[config.mk]
export PLATFORM = sky130hd
export DESIGN_NAME = branch_predictor_btb
export DESIGN_NICKNAME = d
export VERILOG_FILES = /design/src/rtl/bp_pkg.sv /design/src/rtl/bp_sat_ctr.sv /design/src/rtl/branch_predictor_btb.sv
export SDC_FILE = /design/constraint.sdc
export NUM_CORES = 1
export LEC_CHECK = 0
export CORE_MARGIN = 4
export CORE_UTILIZATION = 30
export CTS_BUF_LIST = sky130_fd_sc_hd__clkbuf_2 sky130_fd_sc_hd__clkbuf_4 sky130_fd_sc_hd__clkbuf_8
export CTS_CLUSTER_DIAMETER = 80
export DETAILED_ROUTE_END_ITERATION = 6
export SLEW_MARGIN = 20
export SYNTH_ARGS = -nofsm -noshare
export SYNTH_HDL_FRONTEND = slang
export SYNTH_SLANG_ARGS = --single-unit
[constraint.sdc]
create_clock -name clk -period 6.1 [get_ports clk]
set_input_delay 1.525 -clock clk [delete_from_list [all_inputs] [get_ports clk]]
set_output_delay 1.525 -clock clk [all_outputs]
set_load 0.005 [all_outputs]
[src/rtl/bp_pkg.sv]
// Shared definitions for the branch predictor: 2-bit counter encodings,
// the sequential PC step and the saturating counter update function.
package bp_pkg;

  typedef enum logic [1:0] {
    CTR_SNT = 2'b00,
    CTR_WNT = 2'b01,
    CTR_WT  = 2'b10,
    CTR_ST  = 2'b11
  } ctr_e;

  localparam int unsigned PC_STEP = 4;

  function automatic logic [1:0] sat_ctr_next(input logic [1:0] ctr, input logic taken);
    logic [1:0] nxt;
    nxt = ctr;
    if (taken) begin
      if (ctr != CTR_ST) nxt = ctr + 2'd1;
    end else begin
      if (ctr != CTR_SNT) nxt = ctr - 2'd1;
    end
    return nxt;
  endfunction

endpackage

[src/rtl/bp_sat_ctr.sv]
// Combinational 2-bit saturating counter step used on the BTB update path.
module bp_sat_ctr
  import bp_pkg::*;
(
  input  logic [1:0] ctr_i,
  input  logic       taken_i,
  output logic [1:0] ctr_o
);

  assign ctr_o = sat_ctr_next(ctr_i, taken_i);

endmodule

[src/rtl/branch_predictor_btb.sv]
// Direct-mapped BTB with 2-bit counters, combinational lookup and registered
// mispredict/redirect. Define BP_STATS_EN to add update/mispredict counters.
module branch_predictor_btb
  import bp_pkg::*;
#(
  parameter int PC_W    = 8,
  parameter int ENTRIES = 16
) (
  input  logic            clk,
  input  logic            rst_n,
  input  logic [PC_W-1:0] lookup_pc,
  output logic            pred_hit,
  output logic            pred_taken,
  output logic [PC_W-1:0] pred_target,
  input  logic            upd_valid,
  input  logic [PC_W-1:0] upd_pc,
  input  logic            upd_taken,
  input  logic [PC_W-1:0] upd_target,
  input  logic            upd_pred_taken,
  input  logic [PC_W-1:0] upd_pred_target,
  output logic            mispredict,
  output logic [PC_W-1:0] redirect_pc
`ifdef BP_STATS_EN
  ,
  output logic [31:0]     stat_updates,
  output logic [31:0]     stat_mispredicts
`endif
);

  localparam int IDX_W = $clog2(ENTRIES);
  localparam int TAG_W = PC_W - IDX_W - 2;

  logic [ENTRIES-1:0] valid_q;
  logic [1:0]         ctr_q   [ENTRIES];
  logic [TAG_W-1:0]   tag_mem [ENTRIES];
  logic [PC_W-1:0]    tgt_mem [ENTRIES];

  logic [IDX_W-1:0] lk_idx, up_idx;
  logic [TAG_W-1:0] lk_tag, up_tag;
  logic             up_hit;
  logic [1:0]       ctr_next;

  logic             mispredict_q, mispredict_d;
  logic [PC_W-1:0]  redirect_q, redirect_d;

  assign lk_idx = lookup_pc[IDX_W+1:2];
  assign lk_tag = lookup_pc[PC_W-1:IDX_W+2];
  assign up_idx = upd_pc[IDX_W+1:2];
  assign up_tag = upd_pc[PC_W-1:IDX_W+2];

  // Lookup sees the table as it was before this cycle's update.
  assign pred_hit    = valid_q[lk_idx] && (tag_mem[lk_idx] == lk_tag);
  assign pred_taken  = pred_hit && ctr_q[lk_idx][1];
  assign pred_target = pred_taken ? tgt_mem[lk_idx] : lookup_pc + PC_W'(PC_STEP);

  assign up_hit = valid_q[up_idx] && (tag_mem[up_idx] == up_tag);

  bp_sat_ctr u_sat_ctr (
    .ctr_i   (ctr_q[up_idx]),
    .taken_i (upd_taken),
    .ctr_o   (ctr_next)
  );

  always_ff @(posedge clk) begin
    if (!rst_n) begin
      valid_q <= '0;
      for (int i = 0; i < ENTRIES; i++) ctr_q[i] <= CTR_WNT;
    end else if (upd_valid) begin
      if (up_hit) begin
        ctr_q[up_idx] <= ctr_next;
      end else if (upd_taken) begin
        valid_q[up_idx] <= 1'b1;
        ctr_q[up_idx]   <= CTR_WT;
      end
    end
  end

  // Tag/target storage carries no reset; valid_q masks stale contents.
  always_ff @(posedge clk) begin
    if (rst_n && upd_valid && upd_taken) begin
      tag_mem[up_idx] <= up_tag;
      tgt_mem[up_idx] <= upd_target;
    end
  end

  always_comb begin
    mispredict_d = 1'b0;
    redirect_d   = redirect_q;
    if (upd_valid) begin
      mispredict_d = (upd_taken != upd_pred_taken) ||
                     (upd_taken && (upd_pred_target != upd_target));
      redirect_d   = upd_taken ? upd_target : upd_pc + PC_W'(PC_STEP);
    end
  end

  always_ff @(posedge clk) begin
    if (!rst_n) begin
      mispredict_q <= 1'b0;
      redirect_q   <= '0;
    end else begin
      mispredict_q <= mispredict_d;
      redirect_q   <= redirect_d;
    end
  end

  assign mispredict  = mispredict_q;
  assign redirect_pc = redirect_q;

`ifdef BP_STATS_EN
  logic [31:0] stat_upd_q, stat_misp_q;

  always_ff @(posedge clk) begin
    if (!rst_n) begin
      stat_upd_q  <= '0;
      stat_misp_q <= '0;
    end else begin
      if (upd_valid && (stat_upd_q != '1))     stat_upd_q  <= stat_upd_q + 32'd1;
      if (mispredict_q && (stat_misp_q != '1)) stat_misp_q <= stat_misp_q + 32'd1;
    end
  end

  assign stat_updates     = stat_upd_q;
  assign stat_mispredicts = stat_misp_q;
`endif

endmodule
==> PnR_summary.wiki <==
{| class="wikitable"
! Metric !! Value
|-
| Outcome || complete, no violations
|-
| Combined area of all synthesized cells || 0.0102 mm2
|-
| Overall track demand over capacity in global routing || 0.148
|-
| Number of fill cells in the layout || 3,164
|-
| NumNets Final || 763
|-
| Drt first pass iters || 5
|-
| # placed instances || 1,130
|-
| Data arrival, critical path || 4090 ps
|-
| Final hold violation count || 0
|-
| Register area share after synthesis || 0.617
|-
| Fraction of registers with async set or reset after synthesis || 0
|-
| DP HPWL || 17,800 um
|-
| Area post-placement || 0.0112 mm2
|-
| Peak supply drop || 124 uV
|-
| Sum of overflow across all layers after global routing || 0
|-
| Number of cells on the worst reg-to-reg path || 5
|-
| Main flop type after synthesis || edfxtp_1
|-
| Synthesized instance count || 647
|-
| Most common cell after layout, fill and taps aside || edfxtp_1
|-
| Share of cells above drive strength 1 || 0.248
|-
| Number of flip-flops and latches in the synthesized netlist || 217
|-
| Number of resized instances in the post-cts repair step || 0
|-
| Syn_nets || 689
|-
| DRC Markers || 0
|-
| Post-cts hold buffer count || 0
|-
| Starting Density || 0.303
|-
| Final cell count without fillers || 1,198
|-
| Leading area contributor after synthesis || edfxtp_1
|-
| Clock latency on the worst-skew pair || 530 ps
|-
| Max-cap violations || 0
|-
| Endpoint type of the worst setup path || output pin
|-
| WL/cell || 22.6 um
|-
| Total area of sequential cells || 0.00627 mm2
|-
| Master of the slowest instance on the critical path || mux4_2
|-
| Core area || 0.0334 mm2
|-
| Avg Vias per Cell || 5.23
|-
| Slew at the pin closest to its max-slew limit || 965 ps
|-
| Final cell area excluding filler cells || 0.0120 mm2
|-
| Count of inserted antenna diode cells || 0
|-
| Largest fanout of any net on the critical path || 16
|-
| Netlist cell types || 53
|-
| Post-route clock period utilization || 0.921
|-
| Worst slew margin || 0.355
|-
| RePlAce Congestion || 0.866
|-
| Slowest stage delay, CP || 560 ps
|-
| Post-Route Skew || 19.7 ps
|-
| WL final || 27,100 um
|-
| Number of I/O pins || 56
|-
| Die height || 192 um
|-
| Synth top area cells || edfxtp_1 57%, mux4_2 14%, dfxtp_1 4.9%
|-
| Number of stages on the worst hold path || 2
|-
| Initial antenna violation count || 0
|-
| Max Buffers Root-to-Sink || 3
|-
| Crit path cell chain || buf_2 > mux4_2 > mux2i_1 > mux2i_1 > xnor2_1 > o2111ai_2 > buf_4 > mux2i_1 > clkdlybuf4s50_1
|-
| Critical Path Most Common Cell || mux2i_1
|-
| Final critical delay including setup and external delays || 5620 ps
|-
| Depth of the CTS H-tree || 2
|-
| Pwr Total || 3.26 mW
|-
| Footprint of the multi-input gates || 0.00357 mm2
|-
| Setup TNS after final layout || 0 ps
|-
| Inserted Clock Buffers || 37
|-
| Detailed-route via count || 6,262
|-
| Core Rows || 67
|-
| CTS root buffer || clkbuf_8
|-
| Commonest cells after routing, fill and taps aside || 192 x edfxtp_1, 62 x mux4_2, 51 x clkdlybuf4s50_1, 48 x nand2_1, 39 x clkbuf_8
|-
| Violation count after the first detailed-route iteration || 761
|-
| Pin count of the biggest net entering global routing || 37
|-
| Leak pwr || 3.87 nW
|-
| Worst setup SP type || primary input
|-
| Tightest Hold Check Type || flip-flop to flip-flop
|-
| Number of warnings printed during yosys synthesis || 0
|-
| Clock tree from TritonCTS || built
|-
| Final-report setup violation count || 0
|-
| EDFF count, synth || 192
|-
| Share of Yosys cell area claimed by the top area cell type || 0.568
|-
| Port buffer count || 55
|-
| Number of clock sinks || 217
|-
| Average footprint of a synthesized cell || 15.7 um2
|-
| Post-route ant nets || 0
|-
| Clock-pin transition on the worst setup and hold timing paths || 60 ps
|-
| Area grow syn2layout || 17.9%
|-
| Number of buffers added for setup after CTS || 0
|-
| Total die area || 0.0368 mm2
|-
| Power density over the cells || 273 mW/mm2
|-
| Number of pins with negative max-slew slack in the final report || 0
|-
| Setup repair after global routing missed its margin || false
|-
| Via count of the first global-routing pass || 6,224
|-
| Maximum clock frequency || 178 MHz
|-
| Setup Crit Path Kind || primary input to output pin
|-
| Die Width || 192 um
|-
| Required arrival time at the worst endpoint || 4580 ps
|-
| Global-route wire length before repair || 40,600 um
|}
[synthesized netlist by cell type, types with 3 or more instances]
library cell,number
edfxtp_1,192
mux4_2,62
nand2_1,48
mux2i_1,32
dfxtp_1,25
nor2_1,25
o21ai_0,24
nand3_1,22
clkbuf_1,21
nor3_1,18
a31oi_1,16
buf_2,16
a22oi_1,14
o21ai_1,14
xor2_1,12
nor2b_1,11
mux2_2,10
a21oi_1,8
xnor2_1,8
buf_1,5
ha_1,5
mux4_1,5
buf_6,4
a211oi_1,3
buf_4,3
clkbuf_2,3
inv_1,3
nand4_1,3
o211a_1,3
[worst max-delay path, delay by kind of cell]
kind / cells / cell delay (ps)
AOI/OAI and AO/OA: 1 / 140
xor gates and xnor gates: 1 / 230
muxes: 4 / 1040
buffers and inverters: 3 / 1150
[logic make-up after synthesis]
family / count (synthesis) / share of synthesized area
DFF: 217 / 0.617
and+or+nand+nor: 140 / 0.0650
muxes: 109 / 0.193
AOI/OAI and AO/OA: 97 / 0.0679
buffers and inverters: 58 / 0.0306
xor gates and xnor gates: 21 / 0.0200
adders and majority gates: 5 / 0.00616
[area by class of cell]
class | instances | share of cell area
clock inverter | 13 | 0.00784
multi-input combinational | 372 | 0.299
timing repair buffer | 89 | 0.0669
sequential | 217 | 0.524
inverter | 4 | 0.00125
clock buffer | 55 | 0.0549
tap | 448 | 0.0468
[routing by layer]
metal | vias up | share of wire | track usage | wire length (um)
li1 | 2742 | - | - | -
met1 | 3179 | 0.41 | 0.201 | 11100
met2 | 289 | 0.49 | 0.241 | 13100
met3 | 52 | 0.081 | 0.0338 | 2190
met4 | 0 | 0.024 | 0.0414 | 648
met5 | - | 0 | 0 | 0
[per-stage QoR]
step | utilization | worst slack (ps) | hold slack (ps)
final | 0.358 | 483 | 469
after global routing | 0.358 | 292 | 485
after CTS | 0.358 | 431 | 470
after detailed placement | 0.335 | 449 | 462
after global placement | 0.335 | 476 | 455
after floorplan | - | 1110 | 436
[state kept, by name (all words and copies together) (netlist names)]
| signal | flops |
|---|---|
| ctr_q | 32 |
| mispredict | 1 |
| redirect_pc | 8 |
| tag_mem | 32 |
| tgt_mem | 128 |
| valid_q | 16 |
[worst paths after layout]
kind | startpoint | end | slack [ps]
worst max-delay path | lookup_pc[3] | pred_target[2] | 480
worst min-delay path | valid_q[6] | valid_q[6] | 470
worst max register to register | tag_mem[5][0] | ctr_q[11][0] | 3090
worst min register to register | valid_q[6] | valid_q[6] | 470
[report_power, final]
part,internal [mW],leakage [nW],switching [mW]
Combinational,0.128,1.53,0.170
Sequential,1.64,1.93,0.00899
Clock,0.739,0.406,0.580
Note: power is estimated with default switching activity, not from simulation.
